### src/rtl/irq_ctrl_if.sv
// Chip-select register bus shared with the timer: four 8-bit registers.
// The bus master (CPU side) drives the access, and the slave returns the registered read data.
interface irq_ctrl_if;
  logic [7:0] dbw;
  logic [7:0] dbr;
  logic [1:0] addr;
  logic       cs;
  logic       we;

  modport master (output dbw, addr, cs, we, input dbr);
  modport slave  (input dbw, addr, cs, we, output dbr);
endinterface

### src/rtl/irq_ctrl.sv
// 8-source interrupt controller with pending/enable/mode registers.
// Edge or level latching per source feeds a single registered irq to the CPU.
module irq_ctrl #(
  parameter int NSRC        = 8,
  parameter int SYNC_STAGES = 0
) (
  input  logic            clk,
  input  logic            rst,
  irq_ctrl_if.slave       bus,
  input  logic [NSRC-1:0] src_i,
  output logic            irq_o
);

  typedef enum logic [1:0] {
    REG_PEND   = 2'd0,
    REG_ENABLE = 2'd1,
    REG_MODE   = 2'd2,
    REG_SOFT   = 2'd3
  } reg_addr_e;

  logic [NSRC-1:0] src_s;
  logic [NSRC-1:0] src_prev_q;
  logic [NSRC-1:0] pend_q, pend_d;
  logic [NSRC-1:0] en_q, en_d;
  logic [NSRC-1:0] mode_q, mode_d;
  logic [7:0]      dbr_q, dbr_d;
  logic            irq_q;
  logic [NSRC-1:0] active;
  logic [NSRC-1:0] edge_evt, clr_mask, set_mask;
  logic [2:0]      idx;
  logic            wr_en, rd_en;

  if (SYNC_STAGES == 2) begin : g_sync
    logic [NSRC-1:0] meta_q, sync_q;
    always_ff @(posedge clk or posedge rst) begin
      if (rst) begin
        meta_q <= '0;
        sync_q <= '0;
      end else begin
        meta_q <= src_i;
        sync_q <= meta_q;
      end
    end
    assign src_s = sync_q;
  end else begin : g_nosync
    assign src_s = src_i;
  end

  assign wr_en    = bus.cs & bus.we;
  assign rd_en    = bus.cs & ~bus.we;
  assign edge_evt = src_s & ~src_prev_q;
  assign clr_mask = (wr_en && bus.addr == REG_PEND) ? bus.dbw : '0;
  assign set_mask = (wr_en && bus.addr == REG_SOFT) ? bus.dbw : '0;
  assign active   = pend_q & en_q;

  // Lowest-numbered enabled pending source; scanned downward so bit 0 wins.
  always_comb begin
    // NOTE: every always_comb output gets a default first, otherwise a path that skips it infers a latch.
    idx = 3'd0;
    for (int i = NSRC - 1; i >= 0; i--) begin
      if (active[i]) idx = 3'(i);
    end
  end

  // Level bits follow the source; edge bits are sticky, and a hardware edge beats a same-cycle clear.
  always_comb begin
    pend_d = (mode_q & src_s) | (~mode_q & ((pend_q & ~clr_mask) | set_mask | edge_evt));
    en_d   = (wr_en && bus.addr == REG_ENABLE) ? bus.dbw : en_q;
    mode_d = (wr_en && bus.addr == REG_MODE)   ? bus.dbw : mode_q;
    dbr_d  = dbr_q;
    if (rd_en) begin
      unique case (reg_addr_e'(bus.addr))
        REG_PEND:   dbr_d = pend_q;
        REG_ENABLE: dbr_d = en_q;
        REG_MODE:   dbr_d = mode_q;
        REG_SOFT:   dbr_d = {|active, 4'b0, idx};
        default:    dbr_d = dbr_q;
      endcase
    end
  end

  always_ff @(posedge clk or posedge rst) begin
    // NOTE: state is updated with non-blocking assignments so every register samples pre-edge values.
    if (rst) begin
      pend_q     <= '0;
      en_q       <= '0;
      mode_q     <= '0;
      src_prev_q <= '0;
      dbr_q      <= '0;
      irq_q      <= 1'b0;
    end else begin
      pend_q     <= pend_d;
      en_q       <= en_d;
      mode_q     <= mode_d;
      src_prev_q <= src_s;
      dbr_q      <= dbr_d;
      irq_q      <= |active;
    end
  end

  assign bus.dbr = dbr_q;
  assign irq_o   = irq_q;

endmodule

### src/flat_wrapper.sv
// flat-port wrapper written by rule: the top's interface ports become plain ports
module irq_ctrl_flat 
#(
  parameter int NSRC        = 8,
  parameter int SYNC_STAGES = 0
)
  (clk, rst, src_i, irq_o, bus_dbw, bus_addr, bus_cs, bus_we, bus_dbr);
  irq_ctrl_if bus_i ();
  input  logic clk;
  input  logic rst;
  input  logic [NSRC-1:0] src_i;
  output logic irq_o;
  input wire logic [$bits(bus_i.dbw)-1:0] bus_dbw;
  input wire logic [$bits(bus_i.addr)-1:0] bus_addr;
  input wire logic [$bits(bus_i.cs)-1:0] bus_cs;
  input wire logic [$bits(bus_i.we)-1:0] bus_we;
  output wire logic [$bits(bus_i.dbr)-1:0] bus_dbr;
  assign bus_i.dbw = bus_dbw;
  assign bus_i.addr = bus_addr;
  assign bus_i.cs = bus_cs;
  assign bus_i.we = bus_we;
  assign bus_dbr = bus_i.dbr;
  irq_ctrl #(.NSRC(NSRC), .SYNC_STAGES(SYNC_STAGES)) u_core (.clk(clk), .rst(rst), .bus(bus_i), .src_i(src_i), .irq_o(irq_o));
endmodule
### config.mk
export PLATFORM = sky130hd
export DESIGN_NAME = irq_ctrl_flat
export DESIGN_NICKNAME = d
export VERILOG_FILES = /design/src/rtl/irq_ctrl_if.sv /design/src/rtl/irq_ctrl.sv /design/src/flat_wrapper.sv
export SDC_FILE = /design/constraint.sdc
export NUM_CORES = 1
export LEC_CHECK = 0
export CAP_MARGIN = 25
export CORE_AREA = 4 4 66 68
export DETAILED_ROUTE_END_ITERATION = 6
export DIE_AREA = 0 0 70 72
export GPL_TIMING_DRIVEN = 1
export PLACE_DENSITY = 0.76
export SLEW_MARGIN = 5
export SYNTH_ARGS = -nofsm -noshare
export SYNTH_HDL_FRONTEND = slang
export SYNTH_SLANG_ARGS = --single-unit
### constraint.sdc
create_clock -name clk -period 1.25 [get_ports clk]
set_input_delay 0.1875 -clock clk [delete_from_list [all_inputs] [get_ports clk]]
set_output_delay 0.1875 -clock clk [all_outputs]
set_load 0.01 [all_outputs]
==> metrics.txt <==
status finished clean; crit path kind flip-flop to flip-flop; arrival time at the worst endpoint 1.38 ns; GRT Residual Overflow 0; Main synth FF type dfrtp_1; Yosys top cell area share 54.09%; antenna violations before repair 0; Power per Cell Area 1488 nW/um^2; clk slew on worst S/H paths 0.07 ns; Post-synth EDFFs 0; row cnt 23; CTS sink cnt 41; Final Skew 0.003227 ns; die area 5040 um^2; layout cells sized above 1 21.17%; Total GRT Usage 17.83%; Syn Nets 195; warnings from Yosys 0; cell accounting for the most synthesized area dfrtp_1; Crit. End Element flip-flop; launching point of the worst reg2reg path u_core.pend_q[4]$_DFF_PP0_; Detailed Route WL 4138 um; Die X 70 um; post-synth cell types 30; Final period util 96.93%; wire per inst 15.21 um; hpwl dp 3072 um; vias 1525; maximum VDD drop 0.9145 mV; RSZ-0062 raised after global routing yes; max-slew violation count 0; final setup fails 0; ys async rst share 100.0%; Area Growth Syn to Fin 31.86%; # IOs 31; final hold vios 0; leakage power 1.160 nW; post-route DRC violation count 0; Worst slew margin 78.56%; vias in the first global route 1585; synthesis-stage register bit count 41; CTS Root Cell clkbuf_8; Slew @ Worst Pin 0.3216 ns; Setup Buffers After CTS 0; WHS 0.2474 ns; Via density 5.607; nets 243; CTS hold repair buffers 0; port bufs 30; Required @ worst endpoint 1.42 ns; core area 3856 um^2; Synth Area per Inst 10.96 um^2; CTS H-tree lvls 2; Worst-Skew Late Latency 0.29 ns; worst r2r dst u_core.bus.dbr[0]$_DFFE_PP0P_; Reg2Reg Depth 4; first-pass GRT wire length 7162 um; Syn Std Cell Area 1897 um^2; gp weighted congestion 0.8828; DRT antenna net count 0; largest cells by area after synthesis dfrtp_1 (54%), mux2_2 (9.5%), a21oi_1 (5.3%); startpoint types flip-flop; Detailed Routing Iterations Pass 1 4; clk buf depth 2; First DRT Iteration DRCs 83; critical path peak fanout 5; Mapped Cells 173; height of the chip 72 um; Hold Path Class primary input to async pin; final core occ 64.86%; register area share after synthesis 54.09%; Reg2Reg Setup Slack 0.04 ns; top-count cell post-synth dfrtp_1; leading cell types by count after synthesis dfrtp_1 (41), a21oi_1 (20), o21ai_0 (17), mux2_2 (16); Max Cap Violations 0; Tmin final 1.212 ns; CTS tree yes; largest net degree at the start of global routing 42; Starting Density 49.19%; n_diodes 0; Num CTS Buffers 5; fmax 825.4 MHz
## per-layer routing
metal  wire length, um  global-route usage (%)  part of all wire, %
met4                50                   8.085                  1.2
met2              2003                   28.65                   48
met5                 0                       0                    0
met1              1844                   23.08                   45
met3               240                   4.294                  5.8
## timing repair
item                       4_1_cts  5_1_grt
pin swaps                        0        1
gates resized for setup         14        5
setup endpoints to repair       39       11
cloned                           0        0
## worst max-delay path by stage
stage	from	end	slack (ns)
2_1_floorplan	rst	u_core.bus.dbr[0]$_DFFE_PP0P_	0.12
3_3_place_gp	bus_addr[1]	u_core.en_q[2]$_DFFE_PP0P_	-0.37
5_1_grt	u_core.en_q[5]$_DFFE_PP0P_	u_core.bus.dbr[7]$_DFFE_PP0P_	-0.01
4_1_cts	u_core.pend_q[3]$_DFF_PP0_	u_core.bus.dbr[1]$_DFFE_PP0P_	0.02
6_report	u_core.pend_q[4]$_DFF_PP0_	u_core.bus.dbr[0]$_DFFE_PP0P_	0.04
3_5_place_dp	bus_addr[1]	u_core.en_q[1]$_DFFE_PP0P_	-0.42
## kinds of logic (layout without fill, tap and decap cells)
| kind of cell | Yosys count | count (layout) | share of synthesized area (%) |
|---|---|---|---|
| buf+inv | 17 | 66 | 4.155 |
| compound gates | 62 | 62 | 19.92 |
| flops | 41 | 41 | 54.09 |
| simple gates | 32 | 32 | 9.697 |
| mux | 21 | 21 | 12.14 |
## power breakdown
| part | total (mW) | switching [mW] | internal (mW) | leakage, nW |
|---|---|---|---|---|
| Sequential | 1.82 | 0.252 | 1.57 | 0.474 |
| Clock | 1.08 | 0.430 | 0.651 | 0.0585 |
| Combinational | 0.821 | 0.365 | 0.456 | 0.627 |
## registers in the layout, indices dropped and copies added, names as in the netlist
register,cells
u_core.en_q,8
u_core.irq_o,1
u_core.src_prev_q,8
u_core.pend_q,8
u_core.bus.dbr,8
u_core.mode_q,8
## worst max-delay path, stage by stage (launching register included)
cell	delay [ns]
dfrtp_1	0.43
nand2_1	0.10
a32o_1	0.26
o211ai_1	0.21
a21oi_1	0.09
## metrics by stage
step           cells  setup slack, ns  cell area [um^2]  power [mW]  setup TNS, ns
2_1_floorplan    173           0.1159              1897       2.262              0
3_3_place_gp     264          -0.3735              2371       2.632         -10.03
3_5_place_dp     264          -0.4183              2371       2.682         -11.55
4_1_cts          272          0.02451              2484       3.725              0
5_1_grt          272         -0.01152              2501       3.935       -0.01751
6_report         272          0.03840              2501       3.722              0
## cell usage in the layout, fill, tap and decap left out, types with 6 or more instances in the layout
cell type        Yosys  layout
dfrtp_1             41      41
a21oi_1             20      20
clkdlybuf4s50_1      0      17
mux2_2              16      16
o21ai_0             17      16
buf_4                1      14
nor2_1              12      12
inv_1               12      12
dlygate4sd2_1        0      12
nand2_1              8       8
a21o_1               8       8
clkbuf_8             0       6
## cell type report
| type | count | area, um^2 |
|---|---|---|
| multi-input cells | 115 | 818.3 |
| clock buffers | 7 | 86.33 |
| clock inverters | 1 | 30.03 |
| flip-flops and latches | 41 | 1026 |
| fillers | 307 | 1355 |
| well taps | 50 | 62.56 |
| inverters | 12 | 45.04 |
| repair buffers | 46 | 432.9 |
(Power assumes the default switching activity.)
